<file path="config.mk">
export PLATFORM = sky130hd
export DESIGN_NAME = bandit_environment
export DESIGN_NICKNAME = d
export VERILOG_FILES = /design/src/rtl/bandit_environment.sv
export SDC_FILE = /design/constraint.sdc
export NUM_CORES = 1
export LEC_CHECK = 0
export ABC_AREA = 0
export CORE_MARGIN = 2
export CORE_UTILIZATION = 50
export CTS_CLUSTER_SIZE = 10
export DETAILED_ROUTE_END_ITERATION = 10
export PLACE_DENSITY = 0.82
export REMOVE_ABC_BUFFERS = 1
export SKIP_LAST_GASP = 1
export SYNTH_ARGS = -nofsm -noshare
export SYNTH_HDL_FRONTEND = slang
export SYNTH_SLANG_ARGS = --single-unit
</file>
<file path="constraint.sdc">
create_clock -name clock -period 2.75 [get_ports clock]
set_clock_uncertainty 0.05 [all_clocks]
set_input_delay 0.275 -clock clock [delete_from_list [all_inputs] [get_ports clock]]
set_output_delay 0.275 -clock clock [all_outputs]
set_load 0.02 [all_outputs]
</file>
<file path="src/rtl/bandit_environment.sv">
// 256-armed Bernoulli bandit: one arm index in, one signed reward out; optional drift under BANDIT_ENVIRONMENT_DRIFT_EN.
// Latency: acceptance edge -> one DRAW cycle -> reward_valid; at most one transaction per 3 cycles.
// Backpressure: action_ready low while a transaction is outstanding; reward held stable until reward_ready.
module bandit_environment #(
    parameter logic [7:0]        SEED         = 8'h5a,
    parameter logic [7:0]        TAPS         = 8'hb1,
    parameter logic [7:0]        BEST_ARM     = 8'd3,
    parameter logic [7:0]        HIGH_PROB    = 8'd204,
    parameter logic [7:0]        LOW_PROB     = 8'd51,
    parameter logic signed [7:0] REWARD_HI    = 8'sd64,
    parameter logic signed [7:0] REWARD_LO    = -8'sd64,
    parameter logic [15:0]       DRIFT_PERIOD = 16'd1024,
    parameter logic [7:0]        DRIFT_STEP   = 8'd37
) (
    input  logic        clock,
    input  logic        reset,
    input  logic        action_valid,
    input  logic [7:0]  action_data,
    output logic        action_ready,
    output logic        reward_valid,
    output logic [7:0]  reward_data,
    input  logic        reward_ready,
    output logic [7:0]  best_arm,
    output logic [15:0] pull_count,
    output logic [15:0] best_count
);
    // A zero seed would lock the LFSR at zero forever.
    localparam logic [7:0] LFSR_INIT = (SEED == 8'h00) ? 8'h01 : SEED;

    typedef enum logic [1:0] {IDLE, DRAW, REWARD} state_t;

    state_t     state;
    logic [7:0] arm;
    logic [7:0] lfsr;
    logic [7:0] draw_prob;
    logic       accept;
    logic       handshake;
    logic       hit;

    assign accept    = action_valid && action_ready;
    assign handshake = reward_valid && reward_ready;
    assign hit       = (action_data == best_arm);
    assign draw_prob = (arm == best_arm) ? HIGH_PROB : LOW_PROB;

    always_ff @(posedge clock or posedge reset) begin
        if (reset) begin
            lfsr <= LFSR_INIT;
        end else begin
            lfsr <= {lfsr[6:0], ^(lfsr & TAPS)};
        end
    end

    always_ff @(posedge clock or posedge reset) begin
        if (reset) begin
            state        <= IDLE;
            action_ready <= 1'b1;
            reward_valid <= 1'b0;
            reward_data  <= 8'h00;
            arm          <= 8'h00;
        end else begin
            case (state)
                IDLE: begin
                    if (accept) begin
                        arm          <= action_data;
                        action_ready <= 1'b0;
                        state        <= DRAW;
                    end
                end
                DRAW: begin
                    reward_data  <= (lfsr < draw_prob) ? REWARD_HI : REWARD_LO;
                    reward_valid <= 1'b1;
                    state        <= REWARD;
                end
                REWARD: begin
                    if (handshake) begin
                        reward_valid <= 1'b0;
                        action_ready <= 1'b1;
                        state        <= IDLE;
                    end
                end
                default: begin
                    reward_valid <= 1'b0;
                    action_ready <= 1'b1;
                    state        <= IDLE;
                end
            endcase
        end
    end

    always_ff @(posedge clock or posedge reset) begin
        if (reset) begin
            pull_count <= 16'h0000;
            best_count <= 16'h0000;
        end else if (accept) begin
            if (pull_count != 16'hffff) begin
                pull_count <= pull_count + 16'd1;
            end
            if (hit && best_count != 16'hffff) begin
                best_count <= best_count + 16'd1;
            end
        end
    end

`ifdef BANDIT_ENVIRONMENT_DRIFT_EN
    logic [15:0] txn_count;

    // best_arm only moves at a reward handshake, so it is stable from acceptance through DRAW.
    always_ff @(posedge clock or posedge reset) begin
        if (reset) begin
            txn_count <= 16'h0000;
            best_arm  <= BEST_ARM;
        end else if (handshake) begin
            if (txn_count == DRIFT_PERIOD - 16'd1) begin
                txn_count <= 16'h0000;
                best_arm  <= best_arm + DRIFT_STEP;
            end else begin
                txn_count <= txn_count + 16'd1;
            end
        end
    end
`else
    logic unused_drift;

    assign best_arm     = BEST_ARM;
    assign unused_drift = ^{DRIFT_PERIOD, DRIFT_STEP};
`endif

endmodule

</file>
==> results of run 1 <==
report_power, final:
group | internal (mW) | leakage [nW] | switching [mW]
registers | 0.794 | 0.731 | 0
clock network | 0.300 | 0.0618 | 0.263
logic | 0.0173 | 0.731 | 0.0381
total | 1.11 | 1.52 | 0.301
sequential cells by signal, indices dropped and copies added, names as in the netlist:
| signal | flops |
|---|---|
| best_count | 16 |
| pull_count | 16 |
| arm | 8 |
| lfsr | 8 |
| reward_data | 2 |
| state | 2 |
| action_ready | 1 |
| reward_valid | 1 |
final cells by class:
cell class / count / area share [%]
clock buffers: 6 / 2.48
multi-input cells: 169 / 37.7
flip-flops and latches: 54 / 40.9
repair buffers: 49 / 14.6
clock inverters: 2 / 1.17
well taps: 70 / 2.64
inverters: 5 / 0.565
critical path: cells and delay by family (launching register included):
kind	cells	cell delay, ns
AOI/OAI and AO/OA	4	0.84
DFF	1	0.38
and+or+nand+nor	2	0.60
adders and majority gates	1	0.24
buffers and inverters	1	0.10
cell usage after synthesis (2+ instances only):
library cell,number
buf_4,15
mux2_4,2
o211ai_1,3
nand3_1,13
conb_1,2
o21ai_0,5
and3_1,5
nand4_1,9
a41oi_1,3
and4_1,4
ha_1,5
dfstp_2,5
and4_4,2
a21oi_1,6
dfrtp_1,49
inv_1,5
nor2_1,8
mux2_2,8
nor3_1,5
and2_1,2
a31oi_1,2
nand2_1,14
xor2_1,8
xnor2_1,21
nor4b_2,2
nor4_1,2
stage by stage:
stage	power (mW)	setup WS, ns	cell area (um2)	hold slack [ns]
after floorplan	0.839	0.668	2630	0.276
after global placement	0.865	0.531	3200	0.315
after detailed placement	0.866	0.445	3200	0.322
after CTS	1.42	0.416	3320	0.306
after global routing	1.47	0.221	3320	0.333
final	1.41	0.411	3320	0.291
cells in the final DEF, fill, tap and decap left out, types with 3 or more instances in the layout:
cell / instances
a21oi_1: 6
a41oi_1: 3
and3_1: 5
and4_1: 4
clkbuf_8: 6
clkdlybuf4s50_1: 47
conb_1: 14
dfrtp_1: 49
dfstp_2: 5
ha_1: 5
inv_1: 4
mux2_2: 8
nand2_1: 14
nand3_1: 13
nand4_1: 9
nor2_1: 8
nor3_1: 5
o211ai_1: 3
o21ai_0: 5
xnor2_1: 21
xor2_1: 8
cells by family after synthesis:
group | share of synthesized area [%]
other cells | 0.277
flops | 50.1
simple gates | 20.7
buf+inv | 5.40
mux | 4.43
compound gates | 7.43
xor+xnor | 9.37
fa+ha+maj | 2.31
path summary, 6_finish.rpt:
path | depth (start not counted) | from | slack [ns] | end
worst max-delay path | 8 | arm[4] | 0.41 | reward_data[7]
worst min-delay path | 2 | reset | 0.29 | best_count[1]
worst max register to register | 8 | arm[4] | 0.41 | reward_data[7]
worst min register to register | 0 | lfsr[3] | 0.33 | lfsr[4]
max in group asynchronous | 3 | reset | 1.69 | action_ready
min in group clock | 0 | lfsr[3] | 0.33 | lfsr[4]
routing by layer:
layer / GRT usage, % / wire length, um
met1: 25.4 / 2420
met2: 28.1 / 2510
met4: 6.96 / 59
met3: 4.53 / 208
met5: 0 / 0
==> flow_summary.toml, run 1 <==
[status]
outcome = "completed"

[power_and_ir_drop]
p_leak_nw = 1.52
power_density_nw_per_um2 = 425
peakVddDrop_uv = 375

[placement]
dp.final_hpwl_um = 3890
place.gp.congestion = 0.886
io_buffers = 47
dp.cells = 347

[yosys]
netlist_area_um2 = 2710
synth_ff_type = "dfrtp_1"
ys_seq_area_share_pct = 50.1
syn_inst = 233
ys_seq_elements = 54
async_flop_share_pct = 100
synth-edff-count = 0
synth_top_cell_area_share_pct = 45.2
avgSynthCellArea_um2 = 11.6
yosys.area.top_type = "dfrtp_1"
yosysWarnings = 0
synth_area_leaders = "dfrtp_1, xnor2_1, dfstp_2, buf_4, mux2_2"
netlist-cell-type-count = 54

[critical_path]
slowest_stage = "nor4_1"
startpoint_type = "register"
cp_slowest_stage_delay_ns = 0.39
crit_fanout = 5
end_kind = "register"
cp_cell_sequence = "nor4_1 -> nand2_1 -> inv_1 -> ha_1 -> a211o_1 -> a311o_1 -> o21ai_0 -> a311oi_1"
worstPathArrival_ns = 2.47
cp.required_ns = 2.88
worstSetupPathType = "reg -> reg"

[global_routing]
antenna_found_initial = 0
grt-ovfl-total = 0
grt_start_max_net_pins = 29
grt_pass1_wl_um = 8780
grt_pass1_vias = 1824
grt.total_usage_pct = 18.4

[timing]
finalMaxSlewViolations = 0
fin_crit_ns = 2.34
tightestPinTransition_ns = 0.570
max_freq_mhz = 428
grt_setup_unrepaired = "false"
slew_headroom_pct = 61.9
setup_viol = 0
fin_crit_sh_pct = 85.0
final_hold_viol_count = 0
tns_ns = 0

[layout]
drive_gt1_share_pct = 15.4
finalNonFillerCells = 355
fill_cells = 434
nets = 301
antenna_cells = 0
syn2layout_area_growth_pct = 22.6
multiInputGateArea_um2 = 1250
fin_util_pct = 64.2
seqCellArea_um2 = 1360

[die]
die-area_um2 = 6030
coreArea_um2 = 5170
io_pins = 62
die_h_um = 77.6
initial_core_util_pct = 52.4
die_x_um = 77.6
rows = 26

[clock_network]
cts_max_level = 2
cts_tree = "built"
clk_pin_slew_ns = 0.10
cts_setup_buffers = 0
cts_buffer_depth = 2
cts_hold_buf = 0
cts_buffers = 5
insertion_delay_ns = 0.30
cts_resized = 0
clockRootBuffer = "clkbuf_8"
cts_sinks = 54

[worst_hold_path]
hp-class = "in -> async"

[route]
drt-initial-drc-count = 63
dr.pass1.iters = 4
route.detailed.drc = 0
vias_per_cell = 5.41
drtAntennaViolNets = 0
wl_per_cell_um = 14.6
vias = 1922
wirelength_um = 5200

[flow_run]
maxCapViolCount = 0
(Power assumes the default switching activity.)
==> run 2: changes to the inputs <==
GPL_TIMING_DRIVEN = 0   (was default)
==> run 2 against run 1 <==
  * Worst hold slack lost 0.078 ns
  * Non-clock buffer count is 1 lower
  * Die area is the same
  * Sequential power barely moved
  * Cell count shrank 0.28%
  * Largest cell class unchanged
  * Global-route usage down 0.53 points
  * First-iteration DRC count rose by 84%
  * Highest routed layer unchanged
==> flow_summary.toml, run 2 (synthesized netlist as in run 1, its figures left out) <==
[die]
coreArea_um2 = 5170
die_x_um = 77.6
io_pins = 62
initial_core_util_pct = 52.4
rows = 26
die-area_um2 = 6030
die_h_um = 77.6

[power_and_ir_drop]
switching_share_pct = 22.7
comb_power_share_pct = 4.3
pwr-share-clk_pct = 35.3
power_density_nw_per_um2 = 398
internal_power_mw = 1.02
p_leak_nw = 1.51
switchingPower_uw = 299
seq_power_share_pct = 60.4
peakVddDrop_uv = 297

[critical_path]
critPathBufInv = 1
crit_fanout = 5
cp_slowest_stage_delay_ns = 0.41
slowest_stage = "nor4_1"
cp_cell_sequence = "nor4_1 -> nand2_1 -> inv_1 -> ha_1 -> a211o_1 -> a311o_1 -> o21ai_0 -> a311oi_1"
startpoint_type = "register"
end_kind = "register"
worstPathArrival_ns = 2.49
worstSetupPathType = "reg -> reg"
cp.required_ns = 2.89
cpLargestDelayFamily = "compound AO/OA/AOI/OAI gates"

[clock_network]
clockRootBuffer = "clkbuf_8"
cts_max_level = 2
cts_hold_buf = 0
cts_setup_buffers = 0
cts_sinks = 54
cts_tree = "built"
cts_buffers = 5
cts_resized = 0
insertion_delay_ns = 0.31
cts_buffer_depth = 2
clk_pin_slew_ns = 0.10

[layout]
syn2layout_area_growth_pct = 21.8
drive_gt1_share_pct = 15.1
reg.largest.list = "best_count (16), pull_count (16)"
antenna_cells = 0
nets = 300
seqCellArea_um2 = 1360
multiInputGateArea_um2 = 1250
finalNonFillerCells = 354
final_cell_mix = "dfrtp_1, clkdlybuf4s50_1, xnor2_1, nand2_1, conb_1"
fill_cells = 425
final_common_cell = "dfrtp_1"

[flow_run]
maxCapViolCount = 0

[timing]
max_freq_mhz = 425
fin_crit_sh_pct = 85.6
fin_crit_ns = 2.35
tightestPinTransition_ns = 0.576
setup_viol = 0
slew_headroom_pct = 61.3
timing.final.ws_setup_ns = 0.395
finalMaxSlewViolations = 0
tns_ns = 0
grt_setup_unrepaired = "false"
final_hold_viol_count = 0

[route]
drtAntennaViolNets = 0
vias = 1939
wl_per_cell_um = 14.4
wirelength_um = 5100
drt-initial-drc-count = 116
route.detailed.drc = 0
vias_per_cell = 5.48
dr.pass1.iters = 5

[placement]
dp.cells = 346
dp.final_hpwl_um = 3810
place.gp.congestion = 0.872
io_buffers = 47
dp_slack_ns = 0.386

[status]
outcome = "completed"

[global_routing]
grt_pass1_vias = 1919
grt.total_usage_pct = 17.9
grt-ovfl-total = 0
grt_pass1_wl_um = 8680
grt_start_max_net_pins = 39
antenna_found_initial = 0

[worst_hold_path]
hp-class = "in -> async"
run 2: cell count changes in the layout (fill, tap and decap cells not counted):
| cell | change |
|---|---|
| buf_4 | -2 |
| inv_6 | -1 |
| bufinv_16 | -1 |
| buf_12 | +1 |
| clkinvlp_4 | +1 |
| clkinv_2 | +1 |
run 2: per-layer routing:
layer	routed length (um)	part of all wire, %	global-route usage [%]
met1	2330	46	23.5
met2	2500	49	29.0
met3	203	4.0	4.07
met5	0	0	0
met4	71	1.4	6.61
run 2: path summary, 6_finish.rpt:
| path | start | to | slack, ns | depth (start not counted) |
|---|---|---|---|---|
| setup / recovery | arm[4] | reward_data[7] | 0.40 | 8 |
| setup reg to reg | arm[4] | reward_data[7] | 0.40 | 8 |
| hold / removal | reset | arm[3] | 0.21 | 2 |
| max in group asynchronous | reset | lfsr[6] | 1.84 | 3 |
| min in group clock | lfsr[3] | lfsr[4] | 0.32 | 0 |
| hold reg to reg | lfsr[3] | lfsr[4] | 0.32 | 0 |
run 2: worst reg2reg max path, cell delays in order (launching register included):
cell and delay [ns]:
dfrtp_1 0.39, nor4_1 0.41, nand2_1 0.21, inv_1 0.10
ha_1 0.25, a211o_1 0.30, a311o_1 0.33, o21ai_0 0.09
a311oi_1 0.12
run 2: area by class of cell:
cell class | instances | area share (%)
Clock inverter | 2 | 0.379
Inverter | 5 | 0.568
Sequential cell | 54 | 41.1
Tap cell | 70 | 2.65
Multi-Input combinational cell | 169 | 37.9
Clock buffer | 6 | 2.50
Timing Repair Buffer | 48 | 14.9
run 2: stage by stage:
step           util, %  cell area, um2  hold slack (ns)  total power [mW]
2_1_floorplan        -            2630            0.276             0.839
3_3_place_gp      61.6            3190            0.310             0.862
3_5_place_dp      62.0            3210            0.310             0.867
4_1_cts           63.8            3300            0.224              1.33
5_1_grt           63.8            3300            0.240              1.36
6_report          63.8            3300            0.213              1.31
run 2: power groups by stage:
stage / Sequential, mW / Clock, mW / Combinational, mW
final: 0.794 / 0.464 / 0.0562
after CTS: 0.794 / 0.474 / 0.0577
after detailed placement: 0.809 / 0 / 0.0575
after global routing: 0.794 / 0.500 / 0.0623
after floorplan: 0.809 / 0 / 0.0301
after global placement: 0.809 / 0 / 0.0530
==> run 3: changes to the inputs <==
CAP_MARGIN = 30   (was default)
CORE_MARGIN = 5   (was 2)
==> run 3 against run 2 <==
  * Design area fell by 0.15%
  * Combinational power is 1% higher
  * Largest cell class unchanged
  * Global-route usage decreased by 2.2 points
  * Clock-buffer cell count is 2 higher
==> flow_summary.toml, run 3 (synthesized netlist as in run 1, its figures left out) <==
[critical_path]
r2r_cells = 8
worstSetupPathType = "reg -> reg"
end_kind = "register"
rrSetupSlack_ns = 0.39
r2r_end = "reward_data[7]"
cp.required_ns = 2.87
rr_startpoint = "arm[4]"
crit_fanout = 5
worstPathArrival_ns = 2.48
startpoint_type = "register"

[clock_network]
insertion_delay_ns = 0.30
cts_hold_buf = 0
cts_tree = "built"
cts_sinks = 54
cts_setup_buffers = 0
clockRootBuffer = "clkbuf_8"
cts_buffer_depth = 2
cts_max_level = 2
clk_pin_slew_ns = 0.10
cts_resized = 0
cts_buffers = 5

[status]
outcome = "completed"

[die]
initial_core_util_pct = 52.4
die_x_um = 83.6
die_h_um = 83.6
die-area_um2 = 7000
coreArea_um2 = 5170
io_pins = 62
rows = 26

[timing]
grt_setup_unrepaired = "false"
max_freq_mhz = 423
tns_ns = 0
final_hold_viol_count = 0
finalMaxSlewViolations = 0
timing.final.ws_setup_ns = 0.385
fin_crit_sh_pct = 86.0
setup_viol = 0
fin_crit_ns = 2.36
slew_headroom_pct = 64.9
tightestPinTransition_ns = 0.525

[layout]
final_cell_mix = "dfrtp_1, clkdlybuf4s50_1, xnor2_1, nand2_1, conb_1"
syn2layout_area_growth_pct = 21.6
nets = 300
final_common_cell = "dfrtp_1"
antenna_cells = 0
drive_gt1_share_pct = 14.4
reg.largest.list = "best_count (16), pull_count (16)"

[route]
wl_per_cell_um = 14.8
vias_per_cell = 5.39
wirelength_um = 5220
drt-initial-drc-count = 92
dr.pass1.iters = 4
route.detailed.drc = 0
vias = 1909
drtAntennaViolNets = 0

[global_routing]
antenna_found_initial = 0
grt_pass1_wl_um = 9120
grt_start_max_net_pins = 31
grt.total_usage_pct = 15.7
grt_pass1_vias = 1967
grt-ovfl-total = 0

[flow_run]
maxCapViolCount = 0

[placement]
io_buffers = 47
dp_slack_ns = 0.387
place.gp.congestion = 0.793
dp.final_hpwl_um = 3950

[power_and_ir_drop]
power_mw = 1.30
power_density_nw_per_um2 = 394
peakVddDrop_uv = 187
p_leak_nw = 1.51

[worst_hold_path]
hp-class = "in -> async"
-- run 3: cell count changes in the layout (fill, tap and decap cells not counted) --
cell	change
clkbuf_1	+2
clkinv_2	-1
clkinvlp_4	-1
-- run 3: area by class of cell --
cell class,instances,area (um2)
Clock buffer,8,90.1
Inverter,5,18.8
Fill cell,417,1880
Sequential cell,54,1360
Multi-Input combinational cell,169,1250
Timing Repair Buffer,48,490
Tap cell,70,87.6
-- run 3: how the worst max path moves through the flow --
| stage | from | to | slack [ns] |
|---|---|---|---|
| finish | arm[4] | reward_data[7] | 0.39 |
| global route | arm[4] | reward_data[7] | 0.26 |
| CTS | arm[4] | reward_data[7] | 0.36 |
| detailed placement | arm[4] | reward_data[7] | 0.39 |
| global placement | reset | pull_count[14] | 0.16 |
| floorplan | arm[4] | reward_data[7] | 0.67 |
-- run 3: stage by stage --
| stage | util (%) | std cells | instance area (um2) | hold slack, ns |
|---|---|---|---|---|
| 2_1_floorplan | - | 228 | 2630 | 0.276 |
| 3_3_place_gp | 61.6 | 345 | 3190 | 0.310 |
| 3_5_place_dp | 62.0 | 346 | 3210 | 0.311 |
| 4_1_cts | 63.7 | 354 | 3300 | 0.299 |
| 5_1_grt | 63.7 | 354 | 3300 | 0.331 |
| 6_report | 63.7 | 354 | 3300 | 0.281 |
-- run 3: report_power, final --
part | total, mW | switching (mW) | internal (mW)
clock network | 0.448 | 0.242 | 0.206
registers | 0.794 | 0 | 0.794
logic | 0.0568 | 0.0386 | 0.0183
-- run 3: critical path, stage by stage (launching register included) --
cell and delay [ns]:
dfrtp_1 0.40, nor4_1 0.40, nand2_1 0.21, inv_1 0.10, ha_1 0.24, a211o_1 0.30, a311o_1 0.33, o21ai_0 0.09
a311oi_1 0.12
-- run 3: metal layers --
metal,track usage [%],vias up,share of wire (%)
li1,-,916,-
met3,3.65,8,5.5
met1,20.4,931,45
met4,5.70,0,1.5
met2,25.6,54,48
met5,0,-,0
